## config.mk

```make
export PLATFORM = sky130hd
export DESIGN_NAME = multi_strobe_gen
export DESIGN_NICKNAME = d
export VERILOG_FILES = /design/src/rtl/strobe_pkg.sv /design/src/rtl/strobe_chan.sv /design/src/rtl/multi_strobe_gen.sv
export SDC_FILE = /design/constraint.sdc
export NUM_CORES = 1
export LEC_CHECK = 0
export BUFFER_PORTS_ARGS = -buffer_cell sky130_fd_sc_hd__buf_4
export CORE_ASPECT_RATIO = 0.8
export CORE_MARGIN = 2
export CORE_UTILIZATION = 35
export CTS_CLUSTER_DIAMETER = 120
export CTS_CLUSTER_SIZE = 20
export DETAILED_ROUTE_END_ITERATION = 10
export GPL_ROUTABILITY_DRIVEN = 0
export GPL_TIMING_DRIVEN = 0
export HOLD_SLACK_MARGIN = 0.15
export SETUP_SLACK_MARGIN = 0.02
export SYNTH_ARGS = -nofsm -noshare
export SYNTH_HDL_FRONTEND = slang
export SYNTH_SLANG_ARGS = --single-unit
```

## constraint.sdc

```tcl
create_clock -name clk_i -period 10.8 [get_ports clk_i]
set_clock_uncertainty 0.05 [all_clocks]
set_input_delay 0.54 -clock clk_i [delete_from_list [all_inputs] [get_ports clk_i]]
set_output_delay 0.54 -clock clk_i [all_outputs]
set_load 0.01 [all_outputs]
```

## src/rtl/strobe_pkg.sv

```systemverilog
// Shared types and helpers for the multi-channel strobe generator.
// The board clock frequency lives here so every build derives the prescaler divide the same way.
package strobe_pkg;

  typedef enum logic {STB_PERIODIC = 1'b0, STB_ONESHOT = 1'b1} stb_mode_e;
  typedef enum logic {CH_IDLE = 1'b0, CH_RUN = 1'b1} ch_state_e;

  localparam int BOARD_CLK_MHZ = 1;

  // Returns 0 for a nonsensical tick rate so the top level can flag it at elaboration.
  function automatic int calc_tick_div(input int board_clk_mhz, input int tick_hz);
    if (tick_hz <= 0) return 0;
    return (board_clk_mhz * 1_000_000) / tick_hz;
  endfunction

endpackage

```

## src/rtl/strobe_chan.sv

```systemverilog
// One strobe channel: counts prescaler ticks up to a latched period and emits a
// one-clock strobe, either free-running or as a retriggerable one-shot.
module strobe_chan
  import strobe_pkg::*;
#(
  parameter int CNT_W = 16
) (
  input  logic             clk_i,
  input  logic             rst_i,
  input  logic             en_i,
  input  logic             mode_i,
  input  logic             start_i,
  input  logic             tick_i,
  input  logic [CNT_W-1:0] period_i,
  output logic             strobe_o,
  output logic             busy_o
);

  ch_state_e        state_q, state_d;
  stb_mode_e        mode_q, mode_d;
  logic [CNT_W-1:0] per_q, per_d;
  logic [CNT_W-1:0] cnt_q, cnt_d;
  logic             strobe_q, strobe_d;
  logic             load_c;

  always_comb begin
    state_d  = state_q;
    mode_d   = mode_q;
    per_d    = per_q;
    cnt_d    = cnt_q;
    strobe_d = 1'b0;
    load_c   = 1'b0;

    if (!en_i) begin
      state_d = CH_IDLE;
      cnt_d   = '0;
    end else if (start_i || (state_q == CH_IDLE && stb_mode_e'(mode_i) == STB_PERIODIC)) begin
      load_c = 1'b1;
    end else if (state_q == CH_RUN && tick_i) begin
      if (cnt_q == per_q - CNT_W'(1)) begin
        strobe_d = 1'b1;
        if (mode_q == STB_PERIODIC) begin
          load_c = 1'b1;
        end else begin
          state_d = CH_IDLE;
          cnt_d   = '0;
        end
      end else begin
        cnt_d = cnt_q + CNT_W'(1);
      end
    end

    // A zero period parks the channel; a periodic channel retries auto-start next cycle.
    if (load_c) begin
      cnt_d   = '0;
      per_d   = period_i;
      mode_d  = stb_mode_e'(mode_i);
      state_d = (period_i == '0) ? CH_IDLE : CH_RUN;
    end
  end

  always_ff @(posedge clk_i) begin
    if (rst_i) begin
      state_q  <= CH_IDLE;
      mode_q   <= STB_PERIODIC;
      per_q    <= '0;
      cnt_q    <= '0;
      strobe_q <= 1'b0;
    end else begin
      state_q  <= state_d;
      mode_q   <= mode_d;
      per_q    <= per_d;
      cnt_q    <= cnt_d;
      strobe_q <= strobe_d;
    end
  end

  assign strobe_o = strobe_q;
  assign busy_o   = (state_q == CH_RUN);

endmodule

```

## src/rtl/multi_strobe_gen.sv

```systemverilog
// Multi-channel programmable strobe generator: a shared prescaler produces the
// base tick and N_CH independent channels count it to their own periods.
module multi_strobe_gen
  import strobe_pkg::*;
#(
  parameter int TICK_HZ = 1000,
  parameter int N_CH    = 4,
  parameter int CNT_W   = 16
) (
  input  logic                  clk_i,
  input  logic                  rst_i,
  input  logic [N_CH-1:0]       en_i,
  input  logic [N_CH-1:0]       mode_i,
  input  logic [N_CH-1:0]       start_i,
  input  logic [N_CH*CNT_W-1:0] period_i,
  output logic                  tick_o,
  output logic [N_CH-1:0]       strobe_o,
  output logic [N_CH-1:0]       busy_o
);

  localparam int TICK_DIV = calc_tick_div(BOARD_CLK_MHZ, TICK_HZ);
  localparam int PRE_W    = (TICK_DIV > 1) ? $clog2(TICK_DIV) : 1;
  localparam logic [PRE_W-1:0] PRE_LAST = PRE_W'(TICK_DIV - 1);

  if (TICK_DIV < 1) begin : g_bad_tick_div
    $error("multi_strobe_gen: TICK_DIV must be >= 1 (check TICK_HZ vs BOARD_CLK_MHZ)");
  end
  if (N_CH < 1 || N_CH > 16) begin : g_bad_n_ch
    $error("multi_strobe_gen: N_CH must be in 1..16");
  end

  logic [PRE_W-1:0] pre_cnt_q, pre_cnt_d;
  logic             tick_c;

  // With a divide of one PRE_LAST is zero, so the tick is held high permanently.
  assign tick_c    = (pre_cnt_q == PRE_LAST);
  assign pre_cnt_d = tick_c ? '0 : pre_cnt_q + PRE_W'(1);

  always_ff @(posedge clk_i) begin
    if (rst_i) begin
      pre_cnt_q <= '0;
    end else begin
      pre_cnt_q <= pre_cnt_d;
    end
  end

  assign tick_o = tick_c;

  for (genvar gi = 0; gi < N_CH; gi++) begin : g_chan
    strobe_chan #(
      .CNT_W(CNT_W)
    ) u_chan (
      .clk_i   (clk_i),
      .rst_i   (rst_i),
      .en_i    (en_i[gi]),
      .mode_i  (mode_i[gi]),
      .start_i (start_i[gi]),
      .tick_i  (tick_c),
      .period_i(period_i[gi*CNT_W +: CNT_W]),
      .strobe_o(strobe_o[gi]),
      .busy_o  (busy_o[gi])
    );
  end

endmodule

```

==> flow_metrics.env, run 1 <==
export IMPL_avgRoutedWirePerCell_um=16.55
export IMPL_grt_max_degree=17
export IMPL_synth_edf_count=0
export IMPL_insertedDiodeCount=0
export IMPL_die_area_sq_mm=0.03001
export IMPL_grt_pass1_wl_um=47310
export IMPL_area_growth_pct=17.09
export IMPL_yosys_cell_types_count=73
export IMPL_synth_xor_area_share_pct=7.516
export IMPL_mappedNetlistArea_sq_mm=0.01002
export IMPL_cts_hold_buf=0
export IMPL_synth_top_area_cell="dfxtp_1"
export IMPL_reg2reg_to="g_chan[0].u_chan.per_q[13]$_SDFFE_PP0N_"
export IMPL_synth_top_cells_by_area="dfxtp_1 30%, mux2i_1 5.1%, nor2_1 4.6%"
export IMPL_hpwlAfterDp_um=22000
export IMPL_viasPerCell=5.674
export IMPL_yosysSeqAreaShare_pct=29.96
export IMPL_register_area_sq_mm=0.003003
export IMPL_post_synth_top_count_cell="dfxtp_1"
export IMPL_grt_use_total_pct=19.49
export IMPL_multi_input_area_sq_mm=0.006439
export IMPL_min_path_cells=2
export IMPL_numCtsBuffers=17
export IMPL_cts_buffer_depth=2
export IMPL_min_from="start_i[0]"
export IMPL_setup_viol=0
export IMPL_clk_pin_slew_ns=0.06
export IMPL_p_per_area_mw_per_mm2=129.4
export IMPL_crit_fanout=10
export IMPL_ant_nets=0
export IMPL_slew_headroom_pct=20.30
export IMPL_synthMuxAreaShare_pct=5.094
export IMPL_globalRouteMet1Util_pct=29.17
export IMPL_crit_arrival_ns=4.28
export IMPL_worstHoldPathType="in -> reg"
export IMPL_syn_nets=1369
export IMPL_num_io_pins=87
export IMPL_layout_drive_gt1_share_pct=12.67
export IMPL_first_pass_iters=5
export IMPL_antenna_found_initial=0
export IMPL_setup_tns_final_ns=0
export IMPL_port_buffers=84
export IMPL_outcome="finished, final reports clean"
export IMPL_synth_top_cells_by_count="150 x dfxtp_1, 123 x nor2_1, 82 x nand2_1"
export IMPL_die_w_um=193.2
export IMPL_period_share_pct=37.21
export IMPL_synth_top_area_share_pct=29.96
export IMPL_routed_via_count=10030
export IMPL_clock_latency_ns=0.44
export IMPL_setup_worst_path_class="reg -> reg"
export IMPL_synthAdderAreaFrac_pct=1.124
export IMPL_drc=0
export IMPL_fillerInstances=2910
export IMPL_grt_pass1_vias=9097
export IMPL_timing_fmax_ghz=0.2488
export IMPL_ys_flop_type="dfxtp_1"
export IMPL_hold_violations=0
export IMPL_wirelength_um=29240
export IMPL_dr_first_iter_drc_count=719
export IMPL_p_leak_nw=4.184
export IMPL_r2r_cells=11
export IMPL_cp_required_ns=11.06
export IMPL_final_util_pct=41.59
export IMPL_rsz0062_at_grt="false"
export IMPL_num_rows=55
export IMPL_synth_top_family_by_area="simple AND/OR/NAND/NOR gates"
export IMPL_cts_setup_buffers=0
export IMPL_nNetsFinal=1472
export IMPL_synth_seq_cells=150
export IMPL_cts_resized=0
export IMPL_synth_cells=1282
export IMPL_worst_pin_slew_ns=1.186
export IMPL_root_buffer="clkbuf_16"
export IMPL_clock_sinks=150
export IMPL_coreArea_sq_mm=0.02821
export IMPL_start_util_pct=35.52
export IMPL_reg2reg_from="g_chan[0].u_chan.per_q[0]$_SDFFE_PP0N_"
export IMPL_endpoint_kind="flip-flop"
export IMPL_synth_simple_area_share_pct=32.96
export IMPL_grt_use_met2_pct=28.45
export IMPL_cap_violations=0
export IMPL_synthArstFlopShare_pct=0
export IMPL_cts_htree_levels=4
export IMPL_met3_usage_pct=2.933
export IMPL_yosysWarnings=0
export IMPL_die_height_um=155.4
export IMPL_vdd_ir_drop_max_uv=99.86
export IMPL_overflow=0
export IMPL_cts_tree="yes"
export IMPL_worstHoldEndpoint="g_chan[0].u_chan.busy_o$_SDFFE_PP0P_"
export IMPL_fin_crit_ns=4.019
export IMPL_rrSetupSlack_ns=6.78
export IMPL_startpoint_type="flip-flop"
export IMPL_grt_busiest_layer="met1"
export IMPL_slew_viol_final=0
export IMPL_synth_avg_cell_area_sq_um=7.818
export IMPL_synth_compound_area_share_pct=17.55
stage by stage:
step / cells / cell area, sq um / power (mW) / hold WS, ns / setup WS [ns]
global placement: 1736 / 11120 / 0.8763 / 0.3894 / 6.960
detailed placement: 1736 / 11120 / 0.8806 / 0.3941 / 6.906
finish: 1767 / 11740 / 1.518 / 0.2742 / 6.781
global route: 1767 / 11740 / 1.580 / 0.2726 / 6.492
floorplan: 1282 / 10020 / 0.7956 / 0.3760 / 7.427
CTS: 1767 / 11740 / 1.527 / 0.2591 / 6.888
registers in the layout, summed over array words and instances, names as in the netlist:
name / count
g_chan.u_chan.busy_o: 4
g_chan.u_chan.strobe_o: 4
g_chan.u_chan.per_q: 64
pre_cnt_q: 10
g_chan.u_chan.mode_q: 4
g_chan.u_chan.cnt_q: 64
layout by cell type, fill, tap and decap left out, types with 7 or more instances in the layout:
cell and count:
a211o_1 20, o31ai_1 20, and3_1 18, nand3_1 75, nand3b_1 20, nand2b_1 12, nand4_1 27, and4_1 8
buf_4 92, or2_2 8, or3_1 39, clkbuf_16 17, nor2b_1 7, or4_1 27, xor2_1 35, nor4_1 38
o211ai_1 12, inv_1 50, ha_1 9, o32ai_1 16, or4b_2 14, nor2_1 123, nand2_1 82, buf_2 12
o21ai_0 45, o2111ai_1 7, a31oi_1 8, xnor2_1 51, nor3b_1 19, mux2i_1 51, clkbuf_1 57, dfxtp_1 150
nor3_1 52, a21oi_1 70
kinds of logic (layout without fill, tap and decap cells):
| logic type | Yosys count | in the layout |
|---|---|---|
| xor gates and xnor gates | 86 | 86 |
| buffers and inverters | 136 | 251 |
| AOI/OAI and AO/OA | 253 | 253 |
| adders and majority gates | 9 | 9 |
| and+or+nand+nor | 597 | 597 |
| DFF | 150 | 150 |
| muxes | 51 | 51 |
power by group:
group	total (mW)	internal (mW)	switching, mW
clock	0.643	0.391	0.252
combinational	0.279	0.119	0.160
sequential	0.597	0.572	0.0245
worst max path at each step:
stage,cells after the start,slack (ns),end,from
floorplan,12,7.43,g_chan[2].u_chan.per_q[10]$_SDFFE_PP0N_,g_chan[2].u_chan.per_q[0]$_SDFFE_PP0N_
global placement,13,6.96,g_chan[1].u_chan.cnt_q[7]$_SDFFE_PP0P_,g_chan[1].u_chan.per_q[0]$_SDFFE_PP0N_
detailed placement,13,6.91,g_chan[0].u_chan.cnt_q[4]$_SDFFE_PP0P_,g_chan[0].u_chan.per_q[0]$_SDFFE_PP0N_
CTS,13,6.89,g_chan[0].u_chan.cnt_q[4]$_SDFFE_PP0P_,g_chan[0].u_chan.per_q[0]$_SDFFE_PP0N_
global route,13,6.49,g_chan[0].u_chan.cnt_q[4]$_SDFFE_PP0P_,g_chan[0].u_chan.per_q[0]$_SDFFE_PP0N_
finish,11,6.78,g_chan[0].u_chan.per_q[13]$_SDFFE_PP0N_,g_chan[0].u_chan.per_q[0]$_SDFFE_PP0N_
area by class of cell:
cell class,instances,area share [%]
Multi-Input combinational cell,996,54.87
Buffer,86,3.348
Clock buffer,19,3.774
Clock inverter,12,1.503
Sequential cell,150,25.59
Inverter,50,1.599
Tap cell,370,3.945
Timing Repair Buffer,84,5.374
worst max-delay path: stages (launching register included):
cell	delay (ns)
dfxtp_1	0.36
inv_1	0.08
ha_1	0.15
or4b_1	0.54
a2111oi_0	0.47
a31oi_1	0.08
o31ai_1	0.59
o21ai_1	0.32
o41ai_4	0.73
buf_6	0.26
mux2i_1	0.21
nor2_1	0.06
routing by layer:
layer / part of all wire (%) / wire length, um
met1: 51 / 14930
met2: 42 / 12290
met3: 5.4 / 1581
met4: 1.5 / 432
met5: 0 / 0
No activity file was read; power rests on OpenSTA's default activity.
==> run 2: changes to the inputs <==
==> constraint.sdc (replaced) <==
create_clock -name clk_i -period 4 [get_ports clk_i]
set_clock_uncertainty 0.05 [all_clocks]
set_input_delay 0.2 -clock clk_i [delete_from_list [all_inputs] [get_ports clk_i]]
set_output_delay 0.2 -clock clk_i [all_outputs]
set_load 0.01 [all_outputs]
==> flow_metrics.env, run 2 (synthesis gave the netlist of run 1 again) <==
export IMPL_slew_viol_final=0
export IMPL_grt_pass1_wl_um=48820
export IMPL_grt_use_total_pct=20.09
export IMPL_final_common_cell="dfxtp_1"
export IMPL_cts_tree="yes"
export IMPL_sequentialPowerShare_pct=38.6
export IMPL_numCtsBuffers=17
export IMPL_p_switching_mw=1.192
export IMPL_layout_drive_gt1_share_pct=13.17
export IMPL_p_per_area_mw_per_mm2=329.7
export IMPL_hpwlAfterDp_um=22000
export IMPL_multi_input_area_sq_mm=0.006474
export IMPL_drc=0
export IMPL_p_leak_nw=4.576
export IMPL_clock_latency_ns=0.44
export IMPL_num_rows=55
export IMPL_timing_fmax_ghz=0.2607
export IMPL_fin_crit_ns=3.836
export IMPL_cts_buffer_depth=2
export IMPL_die_height_um=155.4
export IMPL_worstHoldPathType="in -> reg"
export IMPL_crit_chain="inv_1, ha_1, or4b_1, a2111oi_0, a31oi_1, o31ai_1, o211ai_1, a2111oi_0, nand2b_1, clkbuf_1, nor2_1"
export IMPL_hold_slack_ns=0.1980
export IMPL_combPwrFrac_pct=19.9
export IMPL_fillerInstances=2813
export IMPL_rsz0062_at_grt="false"
export IMPL_endpoint_kind="flip-flop"
export IMPL_period_share_pct=95.91
export IMPL_path_common_cell="a2111oi_0"
export IMPL_worst_pin_slew_ns=0.8508
export IMPL_first_pass_iters=5
export IMPL_p_int_mw=2.983
export IMPL_grt_max_degree=17
export IMPL_num_io_pins=87
export IMPL_viasPerCell=5.580
export IMPL_clkPwrFrac_pct=41.5
export IMPL_crit_path_max_incr_delay_ns=0.57
export IMPL_ant_nets=0
export IMPL_dr_first_iter_drc_count=742
export IMPL_hold_violations=0
export IMPL_rrSetupSlack_ns=0.16
export IMPL_clk_pin_slew_ns=0.06
export IMPL_overflow=0
export IMPL_swShare_pct=28.55
export IMPL_grt_pass1_vias=9561
export IMPL_antenna_found_initial=1
export IMPL_largestRegisters="g_chan.u_chan.cnt_q x64, g_chan.u_chan.per_q x64, pre_cnt_q x10"
export IMPL_cts_htree_levels=4
export IMPL_port_buffers=84
export IMPL_coreArea_sq_mm=0.02821
export IMPL_die_area_sq_mm=0.03001
export IMPL_worst_slack_ns=0.1637
export IMPL_setup_viol=0
export IMPL_setup_tns_final_ns=0
export IMPL_mostFrequentLayoutCells="150 x dfxtp_1, 123 x nor2_1, 106 x buf_4"
export IMPL_nNetsFinal=1563
export IMPL_area_growth_pct=26.34
export IMPL_routed_via_count=10370
export IMPL_slew_headroom_pct=42.90
export IMPL_start_util_pct=35.52
export IMPL_outcome="finished, final reports clean"
export IMPL_register_area_sq_mm=0.003003
export IMPL_clock_sinks=150
export IMPL_die_w_um=193.2
export IMPL_slowest_stage="o31ai_1"
export IMPL_cap_violations=0
export IMPL_avgRoutedWirePerCell_um=16.34
export IMPL_root_buffer="clkbuf_16"
export IMPL_cp_required_ns=4.25
export IMPL_vdd_ir_drop_max_uv=265.0
export IMPL_wirelength_um=30370
export IMPL_crit_fanout=10
export IMPL_critPathTopFamily="compound AO/OA/AOI/OAI gates"
export IMPL_setup_worst_path_class="reg -> reg"
export IMPL_pre_cts_ws_ns=0.1058
export IMPL_startpoint_type="flip-flop"
export IMPL_crit_arrival_ns=4.09
export IMPL_cp_num_buf_inv=2
## run 2: worst min-delay path, cell delays in order
cell      delay [ns]
buf_4           0.09
nand3b_1        0.12
nor2_1          0.12
a211o_1         0.12
## run 2: layer usage
layer | vias up | GRT usage, % | wire length [um]
met5 | - | 0 | 0
met4 | 0 | 6.277 | 428
met3 | 30 | 3.113 | 1643
met2 | 302 | 30.26 | 13120
met1 | 4888 | 29.17 | 15180
li1 | 5154 | - | -
## run 2: layout make-up
| type | count | area share [%] |
|---|---|---|
| inverter | 50 | 1.482 |
| buffer | 84 | 3.053 |
| timing repair buffer | 177 | 12.06 |
| tap | 370 | 3.656 |
| sequential | 150 | 23.72 |
| multi-input combinational | 996 | 51.13 |
| clock buffer | 19 | 3.498 |
| clock inverter | 12 | 1.393 |
| antenna | 1 | 0.01976 |
## run 2: path summary, 6_finish.rpt
check / startpoint / to / cells after the start
setup / recovery: g_chan[0].u_chan.per_q[0]$_SDFFE_PP0N_ / g_chan[0].u_chan.cnt_q[2]$_SDFFE_PP0P_ / 11
hold reg to reg: pre_cnt_q[0]$_SDFF_PP0_ / pre_cnt_q[0]$_SDFF_PP0_ / 1
setup reg to reg: g_chan[0].u_chan.per_q[0]$_SDFFE_PP0N_ / g_chan[0].u_chan.cnt_q[2]$_SDFFE_PP0P_ / 11
hold / removal: period_i[58] / g_chan[3].u_chan.per_q[10]$_SDFFE_PP0N_ / 4
## run 2: timing repair
item,in CTS,in global routing
buffers inserted,0,14
gates resized for setup,0,8
endpoints found under the hold margin,80,0
hold buffers,79,0
endpoints found under the setup margin,0,63
## run 2: through the flow
step | area, sq um | power [mW] | utilization, % | instances
2_1_floorplan | 10020 | 2.148 | - | 1282
3_3_place_gp | 11120 | 2.366 | 39.40 | 1736
3_5_place_dp | 11120 | 2.378 | 39.40 | 1736
4_1_cts | 12530 | 4.185 | 44.39 | 1846
5_1_grt | 12660 | 4.352 | 44.87 | 1858
6_report | 12660 | 4.174 | 44.88 | 1859
## run 2: power groups by stage
| stage | registers (mW) | logic, mW | clock network (mW) |
|---|---|---|---|
| 6_report | 1.61 | 0.831 | 1.73 |
| 5_1_grt | 1.62 | 0.912 | 1.82 |
| 4_1_cts | 1.61 | 0.803 | 1.77 |
| 3_5_place_dp | 1.64 | 0.735 | 0 |
| 3_3_place_gp | 1.64 | 0.725 | 0 |
| 2_1_floorplan | 1.62 | 0.528 | 0 |
==> run 3: changes to the inputs <==
--- a/config.mk
+++ b/config.mk
@@ -5,16 +5,18 @@
 export SDC_FILE = /design/constraint.sdc
 export NUM_CORES = 1
 export LEC_CHECK = 0
+export ABC_CLOCK_PERIOD_IN_PS = 4000
 export BUFFER_PORTS_ARGS = -buffer_cell sky130_fd_sc_hd__buf_4
 export CORE_ASPECT_RATIO = 0.8
 export CORE_MARGIN = 2
 export CORE_UTILIZATION = 35
 export CTS_CLUSTER_DIAMETER = 120
-export CTS_CLUSTER_SIZE = 20
+export CTS_CLUSTER_SIZE = 24
 export DETAILED_ROUTE_END_ITERATION = 10
 export GPL_ROUTABILITY_DRIVEN = 0
 export GPL_TIMING_DRIVEN = 0
 export HOLD_SLACK_MARGIN = 0.15
+export PLACE_DENSITY_LB_ADDON = 0.2
 export SETUP_SLACK_MARGIN = 0.02
 export SYNTH_ARGS = -nofsm -noshare
 export SYNTH_HDL_FRONTEND = slang
==> flow_metrics.env, run 3 (synthesis gave the netlist of run 1 again) <==
export IMPL_slew_headroom_pct=43.74
export IMPL_timing_fmax_ghz=0.2650
export IMPL_met3_usage_pct=3.361
export IMPL_largestRegisters="g_chan.u_chan.cnt_q x64, g_chan.u_chan.per_q x64, pre_cnt_q x10"
export IMPL_grt_use_met2_pct=30.02
export IMPL_dr_first_iter_drc_count=768
export IMPL_clock_sinks=150
export IMPL_root_buffer="clkbuf_16"
export IMPL_setup_worst_path_start="g_chan[0].u_chan.per_q[0]$_SDFFE_PP0N_"
export IMPL_globalRouteMet1Util_pct=29.70
export IMPL_cts_buffer_depth=2
export IMPL_port_buffers=84
export IMPL_first_pass_iters=5
export IMPL_worstHoldPathType="in -> reg"
export IMPL_reg2reg_from="g_chan[0].u_chan.per_q[0]$_SDFFE_PP0N_"
export IMPL_viasPerCell=5.602
export IMPL_crit_chain="inv_1, ha_1, or4b_1, a2111oi_0, a31oi_1, o31ai_1, o21ai_1, nor3_1, o211ai_1, dlygate4sd3_1, a21oi_1"
export IMPL_combPwrFrac_pct=20.5
export IMPL_sequentialPowerShare_pct=39.7
export IMPL_p_int_mw=2.800
export IMPL_die_w_um=193.2
export IMPL_coreArea_sq_mm=0.02821
export IMPL_num_rows=55
export IMPL_die_area_sq_mm=0.03001
export IMPL_layout_drive_gt1_share_pct=13.46
export IMPL_final_util_pct=44.65
export IMPL_clk_pin_slew_ns=0.07
export IMPL_placed_area_sq_mm=0.01112
export IMPL_worst_pin_slew_ns=0.8370
export IMPL_insertedDiodeCount=0
export IMPL_critPathTopFamily="compound AO/OA/AOI/OAI gates"
export IMPL_numCtsBuffers=17
export IMPL_startpoint_type="flip-flop"
export IMPL_start_util_pct=35.52
export IMPL_die_height_um=155.4
export IMPL_slew_viol_final=0
export IMPL_grt_use_total_pct=20.03
export IMPL_nNetsFinal=1560
export IMPL_setup_worst_path_class="reg -> reg"
export IMPL_fin_area_sq_mm=0.01260
export IMPL_cts_tree="yes"
export IMPL_p_per_area_mw_per_mm2=322.0
export IMPL_grt_pass1_vias=9392
export IMPL_grt_max_degree=17
export IMPL_vdd_ir_drop_max_uv=310.7
export IMPL_cp_required_ns=4.31
export IMPL_power_mw=4.056
export IMPL_crit_arrival_ns=4.08
export IMPL_overflow=0
export IMPL_p_leak_nw=4.541
export IMPL_swShare_pct=30.96
export IMPL_area_growth_pct=25.71
export IMPL_drc=0
export IMPL_final_common_cell="dfxtp_1"
export IMPL_final_cells=1856
export IMPL_grt_busiest_layer="met2"
export IMPL_cp_num_buf_inv=2
export IMPL_grt_pass1_wl_um=48650
export IMPL_hpwlAfterDp_um=22170
export IMPL_num_io_pins=87
export IMPL_hold_violations=0
export IMPL_cap_violations=0
export IMPL_crit_path_max_incr_delay_ns=0.61
export IMPL_antenna_found_initial=0
export IMPL_wirelength_um=30650
export IMPL_period_share_pct=94.35
export IMPL_mostFrequentLayoutCells="150 x dfxtp_1, 123 x nor2_1, 105 x buf_4"
export IMPL_ant_nets=0
export IMPL_cts_htree_levels=4
export IMPL_slowest_stage="o31ai_1"
export IMPL_rsz0062_at_grt="false"
export IMPL_p_switching_mw=1.256
export IMPL_outcome="finished, final reports clean"
export IMPL_avgRoutedWirePerCell_um=16.51
export IMPL_setup_viol=0
export IMPL_dp_cells=1736
export IMPL_clkPwrFrac_pct=39.8
export IMPL_fin_crit_ns=3.774
export IMPL_setup_tns_final_ns=0
export IMPL_fillerInstances=2805
export IMPL_min_from="period_i[16]"
export IMPL_routed_via_count=10400
export IMPL_crit_fanout=6
export IMPL_clock_latency_ns=0.44
export IMPL_endpoint_kind="flip-flop"
-- run 3: cell types whose count changed in the layout (fill, tap and decap cells not counted), sizes merged --
cell         delta
buf             -1
clkbuf          -1
clkinv          -1
dlygate4sd3     -2
inv             +5
clkinvlp        +1
bufinv          -3
diode           -1
-- run 3: worst paths after layout --
kind                                       endpoint  slack (ns)  cells past startpoint
max            g_chan[0].u_chan.mode_q$_SDFFE_PP0N_        0.23                     11
min          g_chan[1].u_chan.per_q[0]$_SDFFE_PP0N_        0.19                      5
max reg2reg    g_chan[0].u_chan.mode_q$_SDFFE_PP0N_        0.23                     11
min reg2reg                 pre_cnt_q[0]$_SDFF_PP0_        0.41                      1
-- run 3: repair_timing --
action                     4_1_cts  5_1_grt
hold endpoints to repair        79        0
hold buffers                    77        0
setup endpoints to repair        0       76
setup buffers                    0       13
gates resized for setup          0       13
-- run 3: power by group through the flow --
stage | Combinational (mW) | Sequential [mW] | Clock [mW]
after floorplan | 0.528 | 1.62 | 0
after global placement | 0.730 | 1.64 | 0
after detailed placement | 0.740 | 1.64 | 0
after CTS | 0.806 | 1.61 | 1.66
after global routing | 0.910 | 1.62 | 1.72
final | 0.833 | 1.61 | 1.61
-- run 3: layout make-up --
cell class | instances | area (sq um) | area share [%]
plain buffers | 84 | 387.9 | 3.079
clock buffers | 18 | 429.2 | 3.407
well taps | 370 | 462.9 | 3.675
repair buffers | 174 | 1499 | 11.90
multi-input cells | 996 | 6485 | 51.47
clock inverters | 14 | 143.9 | 1.142
inverters | 50 | 187.7 | 1.490
flip-flops and latches | 150 | 3003 | 23.84
-- run 3: worst reg2reg max path, stage by stage (launching register included) --
cell	delay [ns]
dfxtp_1	0.36
inv_1	0.07
ha_1	0.15
or4b_1	0.53
a2111oi_0	0.42
a31oi_1	0.08
o31ai_1	0.61
o21ai_1	0.33
nor3_1	0.29
o211ai_1	0.11
dlygate4sd3_1	0.57
a21oi_1	0.13
-- run 3: per-layer routing --
| metal | routed length (um) | up-vias |
|---|---|---|
| li1 | - | 5141 |
| met5 | 0 | - |
| met4 | 311 | 0 |
| met2 | 13150 | 259 |
| met1 | 15700 | 4976 |
| met3 | 1490 | 22 |
-- run 3: through the flow --
stage	setup slack (ns)	hold WS, ns
6_report	0.2259	0.1908
5_1_grt	0.02067	0.2317
4_1_cts	0.03754	0.1597
3_5_place_dp	0.04651	0.3838
3_3_place_gp	0.06298	0.3746
2_1_floorplan	0.6275	0.2508
